$ cat src/rtl/memory_bus_interface.sv
// memory_bus_interface
// Bus-side responder for CPU memory requests. Each access runs over a shared
// 8-bit bidirectional pin bus as address-low / address-high / data phases.
// External wait states and an optional timeout are supported. clk_enable
// stalls the CPU until each access completes.
//
// Ports:
//   clk, rst_n                  clock, synchronous active-low reset
//   req, rw, addr, wdata        CPU request (sampled in IDLE only)
//   rdata                       registered read data
//   clk_enable                  CPU advance strobe
//   bus_error                   sticky timeout flag, cleared at next request
//   uio_in, uio_out, uio_oe     external pin bus
//   bus_phase, bus_rw           phase code (00 idle, 01 lo, 10 hi, 11 data), latched rw
//   ext_ready                   external memory ready, sampled in DATA only
// TIMEOUT: ext_ready-low DATA cycles before abort; 0 waits forever.

module memory_bus_interface #(
    parameter logic [7:0] TIMEOUT = 8'd16
) (
    input  logic        clk,
    input  logic        rst_n,
    input  logic        req,
    input  logic        rw,
    input  logic [15:0] addr,
    input  logic [7:0]  wdata,
    output logic [7:0]  rdata,
    output logic        clk_enable,
    output logic        bus_error,
    input  logic [7:0]  uio_in,
    output logic [7:0]  uio_out,
    output logic [7:0]  uio_oe,
    output logic [1:0]  bus_phase,
    output logic        bus_rw,
    input  logic        ext_ready
);

    typedef enum logic [2:0] {
        S_IDLE    = 3'd0,
        S_ADDR_LO = 3'd1,
        S_ADDR_HI = 3'd2,
        S_TURN    = 3'd3,
        S_DATA    = 3'd4,
        S_DONE    = 3'd5
    } state_t;

    state_t      state_q, state_d;
    logic [15:0] addr_q, addr_d;
    logic        rw_q, rw_d;
    logic [7:0]  wdata_q, wdata_d;
    logic [7:0]  cnt_q, cnt_d;
    logic [7:0]  rdata_q, rdata_d;
    logic        bus_error_q, bus_error_d;
    logic [7:0]  cnt_inc_s;

    assign cnt_inc_s = cnt_q + 8'd1;
    assign rdata     = rdata_q;
    assign bus_error = bus_error_q;

    // State and datapath registers with synchronous reset.
    always_ff @(posedge clk) begin
        if (!rst_n) begin
            state_q     <= S_IDLE;
            addr_q      <= 16'h0000;
            rw_q        <= 1'b0;
            wdata_q     <= 8'h00;
            cnt_q       <= 8'h00;
            rdata_q     <= 8'h00;
            bus_error_q <= 1'b0;
        end else begin
            state_q     <= state_d;
            addr_q      <= addr_d;
            rw_q        <= rw_d;
            wdata_q     <= wdata_d;
            cnt_q       <= cnt_d;
            rdata_q     <= rdata_d;
            bus_error_q <= bus_error_d;
        end
    end

    // Next-state and datapath update logic.
    always_comb begin
        state_d     = state_q;
        addr_d      = addr_q;
        rw_d        = rw_q;
        wdata_d     = wdata_q;
        cnt_d       = cnt_q;
        rdata_d     = rdata_q;
        bus_error_d = bus_error_q;
        case (state_q)
            S_IDLE: begin
                if (req) begin
                    addr_d      = addr;
                    rw_d        = rw;
                    wdata_d     = wdata;
                    bus_error_d = 1'b0;
                    state_d     = S_ADDR_LO;
                end else begin
                    state_d = S_IDLE;
                end
            end
            S_ADDR_LO: state_d = S_ADDR_HI;
            S_ADDR_HI: begin
                // Counter is cleared on every path into DATA.
                cnt_d = 8'h00;
                if (rw_q) begin
                    state_d = S_TURN;
                end else begin
                    state_d = S_DATA;
                end
            end
            S_TURN: begin
                cnt_d   = 8'h00;
                state_d = S_DATA;
            end
            S_DATA: begin
                // Ready is checked first so it wins over a simultaneous timeout.
                if (ext_ready) begin
                    state_d = S_DONE;
                    if (rw_q) begin
                        rdata_d = uio_in;
                    end else begin
                        rdata_d = rdata_q;
                    end
                end else if ((TIMEOUT != 8'd0) && (cnt_inc_s == TIMEOUT)) begin
                    state_d     = S_DONE;
                    bus_error_d = 1'b1;
                    cnt_d       = cnt_inc_s;
                    if (rw_q) begin
                        rdata_d = 8'hFF;
                    end else begin
                        rdata_d = rdata_q;
                    end
                end else begin
                    cnt_d   = cnt_inc_s;
                    state_d = S_DATA;
                end
            end
            S_DONE:  state_d = S_IDLE;
            default: state_d = S_IDLE;
        endcase
    end

    // Pin and strobe decode from registered state; only clk_enable in IDLE sees req.
    always_comb begin
        uio_out    = 8'h00;
        uio_oe     = 8'h00;
        bus_phase  = 2'b00;
        bus_rw     = 1'b1;
        clk_enable = 1'b0;
        case (state_q)
            S_IDLE: begin
                if (rst_n && !req) begin
                    clk_enable = 1'b1;
                end else begin
                    clk_enable = 1'b0;
                end
            end
            S_ADDR_LO: begin
                uio_out   = addr_q[7:0];
                uio_oe    = 8'hFF;
                bus_phase = 2'b01;
                bus_rw    = rw_q;
            end
            S_ADDR_HI: begin
                uio_out   = addr_q[15:8];
                uio_oe    = 8'hFF;
                bus_phase = 2'b10;
                bus_rw    = rw_q;
            end
            S_TURN: begin
                bus_phase = 2'b11;
                bus_rw    = rw_q;
            end
            S_DATA: begin
                bus_phase = 2'b11;
                bus_rw    = rw_q;
                if (!rw_q) begin
                    uio_out = wdata_q;
                    uio_oe  = 8'hFF;
                end else begin
                    uio_out = 8'h00;
                    uio_oe  = 8'h00;
                end
            end
            S_DONE: begin
                bus_rw     = rw_q;
                clk_enable = rst_n;
            end
            default: begin
                clk_enable = 1'b0;
            end
        endcase
    end

endmodule

$ cat config.mk
export PLATFORM = sky130hd
export DESIGN_NAME = memory_bus_interface
export DESIGN_NICKNAME = d
export VERILOG_FILES = /design/src/rtl/memory_bus_interface.sv
export SDC_FILE = /design/constraint.sdc
export NUM_CORES = 1
export LEC_CHECK = 0
export ABC_AREA = 1
export CAP_MARGIN = 5
export CORE_MARGIN = 5
export CORE_UTILIZATION = 50
export DETAILED_ROUTE_END_ITERATION = 16
export MAX_ROUTING_LAYER = met4
export PLACE_DENSITY = 0.84
export REMOVE_ABC_BUFFERS = 1
export SYNTH_ARGS = -nofsm -noshare
export SYNTH_HDL_FRONTEND = slang
export SYNTH_SLANG_ARGS = --single-unit
$ cat constraint.sdc
create_clock -name clk -period 3.8 [get_ports clk]
set_input_delay 0.76 -clock clk [delete_from_list [all_inputs] [get_ports clk]]
set_output_delay 0.76 -clock clk [all_outputs]
set_load 0.1 [all_outputs]
## Word-level counts from Yosys, hierarchy flattened

Index checks and enable logic that the tools add are counted.

| cells by class | value |
|---|---|
| $add $sub $neg | 1 |
| equality and inequality tests | 9 |
| muxes and demuxes | 23 |
| reductions and logical operators | 14 |

Operator list:

| cell | number |
|---|---|
| 2-to-1 mux 8 bit | 7 |
| one-hot mux 8 bit (2 select lines) | 2 |
| one-hot mux 8 bit (3 select lines) | 1 |
| one-hot mux 3 bit (5 select lines) | 1 |
| adder 8 x 1 -> 8 bit (second input constant) | 1 |
| == test 8 x 5 -> 1 bit (second input constant) | 1 |
| 2-to-1 mux 1 bit | 8 |
| == test 3 x 2 -> 1 bit (second input constant) | 2 |
| == test 3 bit (second input constant) | 2 |
| != test 2 bit (second input constant) | 3 |
| one-hot mux 2 bit (3 select lines) | 1 |
| nonzero test 2 bit | 3 |
| OR reduction 2 bit | 3 |
| OR reduction 5 bit | 1 |
| one-hot mux 1 bit (2 select lines) | 2 |
| AND reduction 2 bit | 2 |
| AND reduction 4 bit | 1 |
| == test 3 x 1 -> 1 bit (second input constant) | 1 |
| zero test 3 bit | 1 |
| 2-to-1 mux 3 bit | 1 |
| AND reduction 3 bit | 1 |
| logical AND 1 bit | 1 |
| zero test 1 bit | 1 |

| word-level totals | value |
|---|---|
| register bits | 45 |
| bits of input ports | 37 |
| output and inout bits | 29 |
| logic and storage cells | 54 |

## Logic depth before layout (Yosys ltp)

| logic depth | value |
|---|---|
| word-level depth | 5 |
| mapped depth | 10 |
| gate-level depth less buffers | 10 |

## Worst setup path after synthesis

Ideal clock, no wire load.

| path | value |
|---|---|
| path type | input to output |
| from | input req |
| to | output clk_enable |
| arrival | 3232 ps |
| data required time | 3040 ps |
| slack | -192 ps |
| cell stages on the path | 2 |
| path buffers | 1 |
| path through | clkbuf_1 > o31ai_1 |

| between the ends | value |
|---|---|
| longest elaborated chain between the ends | 4 |

RTL lines:

| item | line | text |
|---|---|---|
| from (decl) | 23 | `input logic req,` |
| zero test 1 bit | 153 | `if (rst_n && !req) begin` |
| logical AND 1 bit | 153 |  |
| 2-to-1 mux 1 bit | 153 |  |
| one-hot mux 1 bit (2 select lines) | 151 | `case (state_q)` |
| to (decl) | 28 | `output logic clk_enable,` |

Every way passes these cells.

## Final worst setup path

| path | value |
|---|---|
| from | input rst_n |
| to | output clk_enable |

| between the ends | value |
|---|---|
| longest elaborated chain between the ends | 3 |

RTL lines:

| item | line | text |
|---|---|---|
| from (decl) | 22 | `input logic rst_n,` |
| logical AND 1 bit | 153 |  |
| 2-to-1 mux 1 bit | 153 |  |
| one-hot mux 1 bit (2 select lines) (*) | 151 |  |

Every way passes the cells marked *; elsewhere a longest branch is shown, timed or not.

==> results.sh <==
export IMPL_drt_pass1_iter_count=4
export IMPL_finalCritPeriodShare_pct=76.2
export IMPL_setup_worst_path_end_class="primary output"
export IMPL_wl_per_cell_um=12.7
export IMPL_seq_area_sq_um=901
export IMPL_fmax_ghz=0.345
export IMPL_status="finished clean"
export IMPL_cts_buffers=5
export IMPL_max_cap_violations=0
export IMPL_start_kind="primary input"
export IMPL_grtUsageTotal_pct=19.4
export IMPL_first_global_vias=2162
export IMPL_setup_viol=0
export IMPL_synth_avg_cell_area_sq_um=7.11
export IMPL_hold_end="addr_q[7]"
export IMPL_cts_repair_resized=0
export IMPL_clock_path_buffers=2
export IMPL_num_vias=2142
export IMPL_htree_levels=2
export IMPL_portBuffers=65
export IMPL_multiInputGateArea_sq_um=960
export IMPL_vias_per_cell=5.17
export IMPL_rr_startpoint="state_q[0]"
export IMPL_drt_iter0_drc=114
export IMPL_placeableCoreArea_sq_um=4290
export IMPL_p_leak_nw=1.21
export IMPL_startpoint="rst_n"
export IMPL_cts_tree="built"
export IMPL_ys_ff_latch=45
export IMPL_cts_setup_buffers=0
export IMPL_cp_arrival_ns=2.13
export IMPL_synthCells=306
export IMPL_tightest_slew_ns=0.984
export IMPL_place_congestion=0.798
export IMPL_syn_area_sq_um=2180
export IMPL_hold_start="addr_q[7]"
export IMPL_dp_hpwl_um=3820
export IMPL_vdd_drop_max_v=0.000375
export IMPL_drive_gt1_share_pct=14.1
export IMPL_dieArea_sq_um=5770
export IMPL_max_slew_margin_pct=34.2
export IMPL_yosysSeqAreaShare_pct=41.4
export IMPL_hold_path_class="reg -> reg"
export IMPL_fp_dieW_um=76.0
export IMPL_grt_setup_unrepaired="no"
export IMPL_start_util_pct=50.7
export IMPL_grt_pass1_wl_um=9320
export IMPL_dp_slack_ns=0.892
export IMPL_fin_ws_ns=0.905
export IMPL_period_needed_ns=2.89
export IMPL_dieHeight_um=76.0
export IMPL_pin_count=66
export IMPL_path_clk_slew_ns=0.08
export IMPL_fill_cells=372
export IMPL_drv_slew=0
export IMPL_layout_commonest_cell="nand2_1"
export IMPL_finalNetCount=399
export IMPL_area_growth_synth_to_final_pct=32.7
export IMPL_hold_buffers=0
export IMPL_path_class="in -> out"
export IMPL_insertion_delay_ns=0.29
export IMPL_hold_violations=0
export IMPL_holdWs_ns=0.455
export IMPL_detail_route_antenna_nets=0
export IMPL_std_cell_rows=24
export IMPL_route_detailed_drc=0
export IMPL_final_cell_mix="62 x nand2_1, 50 x inv_1, 45 x dfxtp_1, 45 x clkdlybuf4s50_1, 36 x a21oi_1"
export IMPL_cts_sinks=45
export IMPL_skew_ns=0.00410
export IMPL_antennaDiodeCount=0
export IMPL_routed_wl_um=5270
export IMPL_grt_max_degree=30
export IMPL_worst_ep_required_time_ns=3.04
export IMPL_antenna_found_initial=0
export IMPL_hold_path_cell_count=2
export IMPL_yosysWarningCount=0
export IMPL_critPathMaxFanout=18
export IMPL_gr_total_overflow=0
export IMPL_r2r_slack_ns=2.01
export IMPL_utilization_pct=67.2
export IMPL_ys_types=29
export IMPL_p_per_area_nw_per_um2=470
export IMPL_cts_root_buf="clkbuf_8"
export IMPL_reg2reg_depth=7
export IMPL_r2r_end="addr_q[10]"
## worst max-delay path: stages
cell and delay (ns):
clkdlybuf4s50_1 0.48, clkinv_1 0.06, buf_4 0.20, o31ai_1 0.40, buf_12 0.23
## final cells by class
class / instances / share of cell area [%]
tap: 52 / 2.25
timing repair buffer: 69 / 22.3
multi-input combinational: 186 / 33.2
clock buffer: 7 / 2.99
clock inverter: 1 / 1.04
sequential: 45 / 31.2
inverter: 54 / 7.02
## worst max-delay path by stage
stage,slack [ns],endpoint,cells past startpoint
4_1_cts,0.89,clk_enable,5
3_5_place_dp,0.89,clk_enable,5
3_3_place_gp,0.93,clk_enable,5
6_report,0.91,clk_enable,5
2_1_floorplan,-8.95,uio_oe[0],5
5_1_grt,0.78,uio_oe[5],7
## logic make-up after synthesis
kind of cell / Yosys count / synth area share, %
and+or+nand+nor: 108 / 22.7
adders and majority gates: 1 / 0.575
AOI/OAI and AO/OA: 77 / 20.8
DFF: 45 / 41.4
buffers and inverters: 75 / 14.5
## state kept, by name (all words and copies together) (netlist names)
register,cells
rw_q,1
addr_q,16
state_q,3
rdata,8
bus_error,1
cnt_q,8
wdata_q,8
## Yosys cell counts (all sizes together)
master  instances  share of area (%)
nor2           11                2.6
a21oi          44                 12
ha              1               0.57
dfxtp          45                 41
nand2          66                 12
buf            11                3.4
nand3          20                4.8
nand4           9                2.6
o21ai          22                5.1
o31ai           1               0.35
o21bai          1               0.35
o211ai          1               0.35
inv            53                9.1
clkbuf         10                1.8
and2            1               0.29
o221ai          8                3.2
nand3b          1               0.35
clkinv          1               0.17
## stage by stage
stage | area, sq um | cells | TNS [ns] | total power [mW]
after floorplan | 2060 | 285 | -71.92 | 0.871
after global placement | 2770 | 406 | 0 | 0.998
final | 2890 | 414 | 0 | 1.36
after CTS | 2890 | 414 | 0 | 1.36
after detailed placement | 2770 | 406 | 0 | 1.00
after global routing | 2890 | 414 | 0 | 1.42
## routing by layer
metal | vias to the layer above | global-route usage (%) | part of all wire (%)
met4 | 0 | 5.69 | 1.4
li1 | 1094 | - | -
met5 | - | - | 0
met3 | 7 | 3.91 | 5.1
met1 | 978 | 23.3 | 45
met2 | 63 | 32.6 | 49
## where the power goes
group          leakage [nW]  internal (mW)  switching, mW
clock                0.0585          0.214          0.151
combinational         0.780          0.114          0.356
sequential            0.368          0.505         0.0174
total                  1.21          0.834          0.525
No activity file was read; power rests on OpenSTA's default activity.
